--- src/rtl/parity_tx_ctrl.sv ---
// parity_tx_ctrl: frame sequencer for the parity generator datapath.
// Accepts a word over valid/ready, then drives start bit, DATA_W data bits
// (LSB first), parity bit and stop bit on ser_out, each CLKS_PER_BIT cycles.
module parity_tx_ctrl #(
    parameter int unsigned DATA_W       = 8,
    parameter int unsigned CLKS_PER_BIT = 4,
    parameter int unsigned ODD          = 0
) (
    input  logic              clk,
    input  logic              rst_n,
    input  logic              in_valid,
    output logic              in_ready,
    input  logic [DATA_W-1:0] in_data,
    output logic              ser_out,
    output logic              busy,
    output logic              done,
    output logic              parity_out
);

    localparam int unsigned CNT_W = $clog2(CLKS_PER_BIT) + 1;
    localparam int unsigned BIT_W = $clog2(DATA_W) + 1;

    localparam logic [CNT_W-1:0] PERIOD_LAST = CNT_W'(CLKS_PER_BIT - 1);
    localparam logic [BIT_W-1:0] BIT_LAST    = BIT_W'(DATA_W - 1);
    localparam logic             ODD_BIT     = (ODD != 0);
    localparam logic             ONE_CLK_BIT = (CLKS_PER_BIT == 1);

    typedef enum logic [2:0] {
        S_IDLE   = 3'd0,
        S_START  = 3'd1,
        S_DATA   = 3'd2,
        S_PARITY = 3'd3,
        S_STOP   = 3'd4
    } state_t;

    state_t             state_q;
    logic [DATA_W-1:0]  shift_q;
    logic               acc_q;
    logic [BIT_W-1:0]   bit_q;
    logic [CNT_W-1:0]   period_q;
    logic               ser_q;
    logic               ready_q;
    logic               busy_q;
    logic               done_q;
    logic               parity_q;

    logic [DATA_W-1:0]  shift_d;
    logic               acc_d;
    logic [CNT_W-1:0]   period_d;
    logic [BIT_W-1:0]   bit_d;
    logic               period_end_c;
    logic               last_bit_c;
    logic               stop_last_next_c;

    // Per-cycle helpers: next shift/accumulator/counter values and bit-boundary flags
    always_comb begin
        shift_d          = shift_q >> 1;
        acc_d            = acc_q ^ shift_q[0];
        period_d         = period_q + CNT_W'(1);
        bit_d            = bit_q + BIT_W'(1);
        period_end_c     = (period_q == PERIOD_LAST);
        last_bit_c       = (bit_q == BIT_LAST);
        stop_last_next_c = (period_d == PERIOD_LAST);
    end

    // Frame FSM; every output register is loaded with the value for the state being entered
    always_ff @(posedge clk or negedge rst_n) begin
        if (!rst_n) begin
            state_q  <= S_IDLE;
            shift_q  <= '0;
            acc_q    <= 1'b0;
            bit_q    <= '0;
            period_q <= '0;
            ser_q    <= 1'b1;
            ready_q  <= 1'b1;
            busy_q   <= 1'b0;
            done_q   <= 1'b0;
            parity_q <= 1'b0;
        end else begin
            done_q <= 1'b0;
            unique case (state_q)
                S_IDLE: begin
                    if (in_valid && ready_q) begin
                        shift_q  <= in_data;
                        acc_q    <= ODD_BIT;
                        bit_q    <= '0;
                        period_q <= '0;
                        ser_q    <= 1'b0;
                        ready_q  <= 1'b0;
                        busy_q   <= 1'b1;
                        state_q  <= S_START;
                    end
                end

                S_START: begin
                    if (period_end_c) begin
                        period_q <= '0;
                        ser_q    <= shift_q[0];
                        state_q  <= S_DATA;
                    end else begin
                        period_q <= period_d;
                    end
                end

                S_DATA: begin
                    if (period_end_c) begin
                        period_q <= '0;
                        acc_q    <= acc_d;
                        shift_q  <= shift_d;
                        bit_q    <= bit_d;
                        if (last_bit_c) begin
                            // Accumulator is complete once the last data bit is folded in
                            ser_q    <= acc_d;
                            parity_q <= acc_d;
                            state_q  <= S_PARITY;
                            done_q   <= 1'b0;
                        end else begin
                            ser_q <= shift_d[0];
                        end
                    end else begin
                        period_q <= period_d;
                    end
                end

                S_PARITY: begin
                    if (period_end_c) begin
                        period_q <= '0;
                        ser_q    <= 1'b1;
                        state_q  <= S_STOP;
                        // Single-cycle bits make the first STOP cycle also the last
                        done_q   <= ONE_CLK_BIT;
                    end else begin
                        period_q <= period_d;
                    end
                end

                S_STOP: begin
                    if (period_end_c) begin
                        period_q <= '0;
                        ready_q  <= 1'b1;
                        busy_q   <= 1'b0;
                        state_q  <= S_IDLE;
                    end else begin
                        period_q <= period_d;
                        done_q   <= stop_last_next_c;
                    end
                end

                default: begin
                    state_q  <= S_IDLE;
                    period_q <= '0;
                    ser_q    <= 1'b1;
                    ready_q  <= 1'b1;
                    busy_q   <= 1'b0;
                end
            endcase
        end
    end

    assign in_ready   = ready_q;
    assign ser_out    = ser_q;
    assign busy       = busy_q;
    assign done       = done_q;
    assign parity_out = parity_q;

endmodule

--- config.mk ---
export PLATFORM = sky130hd
export DESIGN_NAME = parity_tx_ctrl
export DESIGN_NICKNAME = d
export VERILOG_FILES = /design/src/rtl/parity_tx_ctrl.sv
export SDC_FILE = /design/constraint.sdc
export NUM_CORES = 1
export LEC_CHECK = 0
export ABC_CLOCK_PERIOD_IN_PS = 2900
export CORE_MARGIN = 3
export CORE_UTILIZATION = 49
export DETAILED_ROUTE_END_ITERATION = 8
export HOLD_SLACK_MARGIN = 0.03
export PLACE_DENSITY = 0.69
export SLEW_MARGIN = 20
export SYNTH_ARGS = -nofsm -noshare
export SYNTH_HDL_FRONTEND = slang
export SYNTH_SLANG_ARGS = --single-unit
--- constraint.sdc ---
create_clock -name clk -period 2.9 [get_ports clk]
set_input_delay 0.435 -clock clk [delete_from_list [all_inputs] [get_ports clk]]
set_output_delay 0.435 -clock clk [all_outputs]
set_load 0.05 [all_outputs]
### Word-level counts from Yosys, hierarchy flattened

Index checks and enable logic that the tools add are counted.

* output and inout bits: 5
* word-level logic and storage cells: 68
* input port bits: 11
* register bits after elaboration: 24

* multiplexer cells: 30
* add/sub/neg operators: 2
* eq/ne operators: 13
* reductions and logical operators: 10
* bitwise gates (word level): 3

Operators with widths (count)
* 3-bit 2-to-1 mux: 8
* 8-bit 2-to-1 mux: 2
* 8-bit one-hot mux with 2 select lines: 1
* 3-bit one-hot mux with 5 select lines: 1
* 3-bit by 2-bit equality test with 1-bit output, second input constant: 4
* 2-bit != test, second input constant: 6
* 1-bit 2-to-1 mux: 10
* 3-bit AND reduction: 3
* 4-bit 2-to-1 mux: 2
* 4-bit one-hot mux with 2 select lines: 1
* 1-bit one-hot mux with 3 select lines: 2
* 3-bit one-hot mux with 2 select lines: 1
* 6-bit AND reduction: 1
* 1-bit one-hot mux with 5 select lines: 1
* 5-bit AND reduction: 1
* 4-bit by 1-bit adder with 4-bit output, second input constant: 1
* 4-bit by 3-bit equality test with 1-bit output, second input constant: 1
* 4-bit OR reduction: 1
* 3-bit by 1-bit adder with 3-bit output, second input constant: 1
* 3-bit by 1-bit equality test with 1-bit output, second input constant: 1
* 3-bit equality test, second input constant: 1
* 3-bit zero test: 1
* 3-bit OR reduction: 1
* 1-bit inverter: 2
* other kinds (4): 4

### Logic depth before layout (Yosys ltp)

Gate-level depths: netlist of run 1.

* word-level depth: 4
* mapped depth: 6
* gate-level depth less buffers: 6

### Worst setup path before layout of run 1

OpenSTA, ideal clock, no wires.

* path kind: reg-to-reg
* from: reg period_q[0]
* to: reg acc_q
* buffers on the path: 0
* library setup time: 0.121 ns
* slack: 1.356 ns
* cell stages (with the launch flop): 7
* arrival time: 1.423 ns
* clock period less this slack: 1.544 ns
* required time: 2.779 ns
* path through: dfrtp_1 -> ha_1 -> ha_1 -> nand2_1 -> a21boi_4 -> o21ai_2 -> a22o_1

* cells in the longest elaborated chain, start to end: 3

Ends and longest elaborated chain
* from (decl): RTL line 40 `logic [CNT_W-1:0] period_q;`
* from (signal assigned): RTL line 101 `period_q <= period_d;`
* from (signal assigned): RTL line 121 `period_q <= period_d;`
* from (signal assigned): RTL line 133 `period_q <= period_d;`
* 3-bit by 2-bit equality test with 1-bit output: RTL line 61 `period_end_c = (period_q == PERIOD_LAST);`
* 2-bit != test (no source line)
* 3-bit AND reduction (no source line)
* to (signal assigned): RTL line 71 `acc_q <= 1'b0;`
* to (signal assigned): RTL line 85 `acc_q <= ODD_BIT;`
* to (signal assigned): RTL line 108 `acc_q <= acc_d;`
* to (decl): RTL line 38 `logic acc_q;`

Every way passes these cells.
A chain may end at the register's enable or synchronous reset.

### Worst setup path in the final report of run 1

* from: reg ready_q, in the netlist in_ready
* to: out in_ready

RTL lines
* from (decl): RTL line 42 `logic ready_q;`
* from (signal assigned): RTL line 75 `ready_q <= 1'b1;`
* from (signal assigned): RTL line 89 `ready_q <= 1'b0;`
* from (signal assigned): RTL line 140 `ready_q <= 1'b1;`
* to (decl): RTL line 12 `output logic in_ready,`

No word-level cell between the ends.

==> out/results.ini, run 1 <==
[synthesis]
netlist_instances=120
ys_seq_elements=24
synth-main-ff-cell=dfrtp_1
yosys-top-cells-area=dfrtp_1, mux2i_1, ha_1
synth_top_area_share_pct=44.0
seq_area_frac_synth_pct=48.2
yosys.area.top_type=dfrtp_1
syn_area_per_cell_um2=10.4
synth_edf_count=0
synth-async-reset-ratio_pct=100
yosysUniqueCellTypes=35
synth_nets=136
syn_area_um2=1250
ys_warn_count=0

[clocking]
clock_latency_ns=0.31
cts_made_buffers=3
cts_root_buf=clkbuf_4
ctsHoldBuffers=0
cts_tree=yes
htreeDepth=1
post_cts_buffers=0
cts.sinks=24
clk_path_buf_depth=2
ctsResizeCount=0
clkTransAtPathRegs_ns=0.13

[timing]
setup_viol=0
fin_crit_ns=2.20
worst_pin_slew_ns=0.498
final_max_slew_viol_count=0
fin_setup_tns_ns=0
fmax_ghz=0.455
slew_headroom_pct=66.7
rsz0062_at_grt=no
skew_ns=0.00592
final_hold_viol_count=0
min_period_over_period_pct=75.8

[placement]
dp.cells=160
gp_congestion=0.704
numPortBuffers=15
dp_hpwl_um=1500

[worst_hold_path]
hp-class=in -> async

[critical_path]
worstPathRequired_ns=2.47
path_class=reg -> out
critPathLaunchType=flip-flop
crit_family=buffers and inverters
max_stage_delay_ns=0.83
crit_path_start=in_ready
cp-end-kind=primary output
crit_chain=clkdlybuf4s50_1
cp.arrival_ns=1.76
crit_slowest_cell=clkdlybuf4s50_1
critPathBufInv=1
worstPathMaxFanout=7
timing.rr.start=period_q[0]

[grt]
grt_max_degree=25
grt_pass1_vias=860
grt_overflow_total=0
grt.total_usage_pct=14.4
grt_pass1_wl_um=3720
antenna_found_initial=0

[detailed_routing]
final_antenna_net_count=0
drt_wl_total_um=2050
drtIter0Drc=12
wl_per_cell_um=12.5
dr.pass1.iters=4
dr_total_vias=868
vias_per_cell=5.29
drc=0

[cells_and_area]
fillers=198
area_growth_pct=15.2
n_antenna_cell=0
nets=153
final_layout_size_suffix_gt1_share_pct=11.8
final_cells=164

[run]
max_cap_violations=0

[outcome]
status=finished clean

[power]
vdd_drop_max_uv=221
p_per_area_nw_per_um2=353
total_power_uw=510
leakagePower_uw=0.000715

[floorplanning]
ioPinCount=16
die_area_um2=3200
dieWidth_um=56.6
start_util_pct=54.0
rows=17
die_h_um=56.6
fp.coreArea_um2=2320

==> cell usage after synthesis (2+ instances only) <==
master	count
a21oi_1	9
a22o_1	2
buf_2	2
dfrtp_1	22
dfstp_2	2
ha_1	5
inv_1	6
mux2_2	2
mux2i_1	9
nand2_1	10
nand3_1	2
nor2_1	16
o21ai_0	7
o21ai_1	2
xor2_1	4
==> report_power, final <==
group | internal, uW | switching, uW
clock | 53.7 | 96.4
combinational | 14.4 | 10.4
sequential | 335 | 0
==> sequential cells by signal, summed over array words and instances (netlist names) <==
register	flops
ser_out	1
shift_q	8
busy	1
parity_out	1
state_q	3
bit_q	4
acc_q	1
in_ready	1
done	1
period_q	3
==> through the flow <==
stage / utilization, % / setup slack [ns] / cell area, um2 / hold WS [ns]
after floorplan: - / 1.36 / 1250 / 0.139
after global placement: 61.1 / 0.892 / 1420 / 0.492
after detailed placement: 61.1 / 0.874 / 1420 / 0.496
after CTS: 62.2 / 0.686 / 1440 / 0.465
after global routing: 62.2 / 0.651 / 1440 / 0.474
final: 62.2 / 0.703 / 1440 / 0.460
==> metal layers <==
layer  up-vias  global-route usage [%]  part of all wire, %
met1       402                    19.0                   47
met4         0                    5.08                  1.4
met5         -                       0                    0
met3         4                    2.30                  4.1
li1        446                       -                    -
met2        16                    23.6                   47
==> logic make-up after synthesis <==
| group | after synthesis | synth area share (%) |
|---|---|---|
| simple gates | 40 | 17.2 |
| buf+inv | 10 | 4.10 |
| xor+xnor | 5 | 3.50 |
| compound gates | 25 | 13.1 |
| fa+ha+maj | 5 | 5.00 |
| mux | 11 | 8.99 |
| flops | 24 | 48.2 |
==> worst paths after layout <==
kind,to,slack (ns),cells past startpoint
worst max-delay path,in_ready,0.70,1
max in group asynchronous,ser_out,2.15,2
min in group clk,bit_q[0],0.51,1
worst min register to register,bit_q[0],0.51,1
worst min-delay path,bit_q[3],0.46,2
worst max register to register,acc_q,1.01,6
==> cell type report <==
cell class	instances	area, um2	share of cell area (%)
sequential	24	603	41.8
clock buffer	4	26.3	1.82
inverter	6	22.5	1.56
timing repair buffer	16	158	10.9
multi-input combinational	86	598	41.5
tap	28	35.0	2.43
==> placed cells by master (no fill, tap or decap), drive strengths merged, types with 2 or more instances in the layout <==
cell type and instances:
nand3 2, mux2 2, ha 5, mux2i 9
xor2 4, nand2 11, a21oi 9, clkbuf 4
nand3b 2, dfrtp 22, dfstp 2, inv 6
o21ai 10, nor2 18, a22o 2, clkdlybuf4s50 15
Note: power is estimated with default switching activity, not from simulation.
==> run 2: changes to the inputs <==
ABC_CLOCK_PERIOD_IN_PS = 1900   (was 2900)
CORE_UTILIZATION = 48   (was 49)
PLACE_DENSITY = 0.71   (was 0.69)
clock period = 1.9 ns   (was 2.9 ns; I/O delays follow)
==> out/results.ini, run 2 (synthesis gave the netlist of run 1 again) <==
[critical_path]
worstReg2RegEnd=done
worstPathRequired_ns=1.62
max_stage_delay_ns=0.81
crit_path_start=busy
crit_slowest_cell=clkdlybuf4s50_1
cp-end-kind=primary output
critPathBufInv=1
crit_family=buffers and inverters
cp.depth=1
critPathLaunchType=flip-flop
worstPathMaxFanout=3
timing.rr.start=period_q[0]
cp.arrival_ns=1.51
reg2reg_slack_ns=0.21
crit_end=busy
rr_worst_depth=4
crit_chain=clkdlybuf4s50_1
path_class=reg -> out

[clocking]
clk_path_buf_depth=2
cts.sinks=24
cts_tree=yes
cts_made_buffers=3
cts_root_buf=clkbuf_4
htreeDepth=1
ctsResizeCount=0
clock_latency_ns=0.32
clkTransAtPathRegs_ns=0.14
ctsHoldBuffers=0
post_cts_buffers=0

[placement]
numPortBuffers=15
gp_congestion=0.719
dp_hpwl_um=1570

[power]
leakagePower_uw=0.000746
p_per_area_nw_per_um2=618
vdd_drop_max_uv=397

[floorplanning]
dieWidth_um=57.1
die_area_um2=3260
rows=17
fp.coreArea_um2=2340
die_h_um=57.1
ioPinCount=16
start_util_pct=53.5

[timing]
fmax_ghz=0.556
skew_ns=0.00363
setup_viol=0
slew_headroom_pct=67.2
min_period_over_period_pct=94.7
rsz0062_at_grt=no
final_max_slew_viol_count=0
fin_crit_ns=1.80
worst_pin_slew_ns=0.491
final_hold_viol_count=0
fin_setup_tns_ns=0
whs_ns=0.298

[cells_and_area]
final_cell_mix=dfrtp_1, nor2_1, clkdlybuf4s50_1
final_layout_size_suffix_gt1_share_pct=15.2
fillers=210
n_antenna_cell=0
nets=155
largestRegisters=shift_q: 8 flops, bit_q: 4 flops
area_growth_pct=19.1
regMostFlops=shift_q
seq_area_um2=603
multiInputGateArea_um2=598
largest_reg_flops=8
final_common_cell=dfrtp_1

[grt]
antenna_found_initial=0
grt.total_usage_pct=15.3
grt_max_degree=25
grt_pass1_wl_um=3930
grt_pass1_vias=898
grt_overflow_total=0

[detailed_routing]
vias_per_cell=5.28
final_antenna_net_count=0
dr_total_vias=876
drt_wl_total_um=2210
dr.pass1.iters=4
drc=0
drtIter0Drc=16
wl_per_cell_um=13.3

[run]
max_cap_violations=0

[outcome]
status=finished clean

[worst_hold_path]
hp-class=in -> async

[run 2: how the worst min path moves through the flow]
| stage | cells after the start | startpoint | end |
|---|---|---|---|
| 3_5_place_dp | 1 | bit_q[0] | bit_q[0] |
| 4_1_cts | 2 | rst_n | acc_q |
| 6_report | 2 | rst_n | state_q[2] |
| 2_1_floorplan | 0 | rst_n | acc_q |
| 3_3_place_gp | 2 | busy | busy |
| 5_1_grt | 2 | rst_n | shift_q[6] |
[run 2: final cells by class]
type                       count  area share (%)
sequential                    24            40.4
multi-input combinational     86            40.1
timing repair buffer          18            12.1
tap                           28            2.35
clock inverter                 1            2.01
clock buffer                   3            1.51
inverter                       6            1.51
[run 2: where the power goes]
part | leakage (uW) | switching (uW) | internal (uW)
sequential | 0.000286 | 0 | 511
combinational | 0.000431 | 15.7 | 21.8
clock | 0.0000279 | 159 | 213
[run 2: stage by stage]
stage / total power (uW) / cell area (um2) / utilization (%) / cells / setup WS, ns
floorplan: 525 / 1250 / - / 120 / 0.356
global placement: 559 / 1440 / 61.5 / 162 / 0.240
detailed placement: 559 / 1440 / 61.5 / 162 / 0.217
CTS: 937 / 1490 / 63.7 / 166 / 0.0774
global route: 951 / 1490 / 63.7 / 166 / 0.0393
finish: 921 / 1490 / 63.7 / 166 / 0.101
[run 2: metal layers]
layer / track usage, % / wire length, um / up-vias / part of all wire (%)
li1: - / - / 449 / -
met1: 20.6 / 1070 / 411 / 48
met2: 24.0 / 1030 / 12 / 47
met3: 2.26 / 70 / 4 / 3.2
met4: 7.95 / 42 / 0 / 1.9
met5: 0 / 0 / - / 0
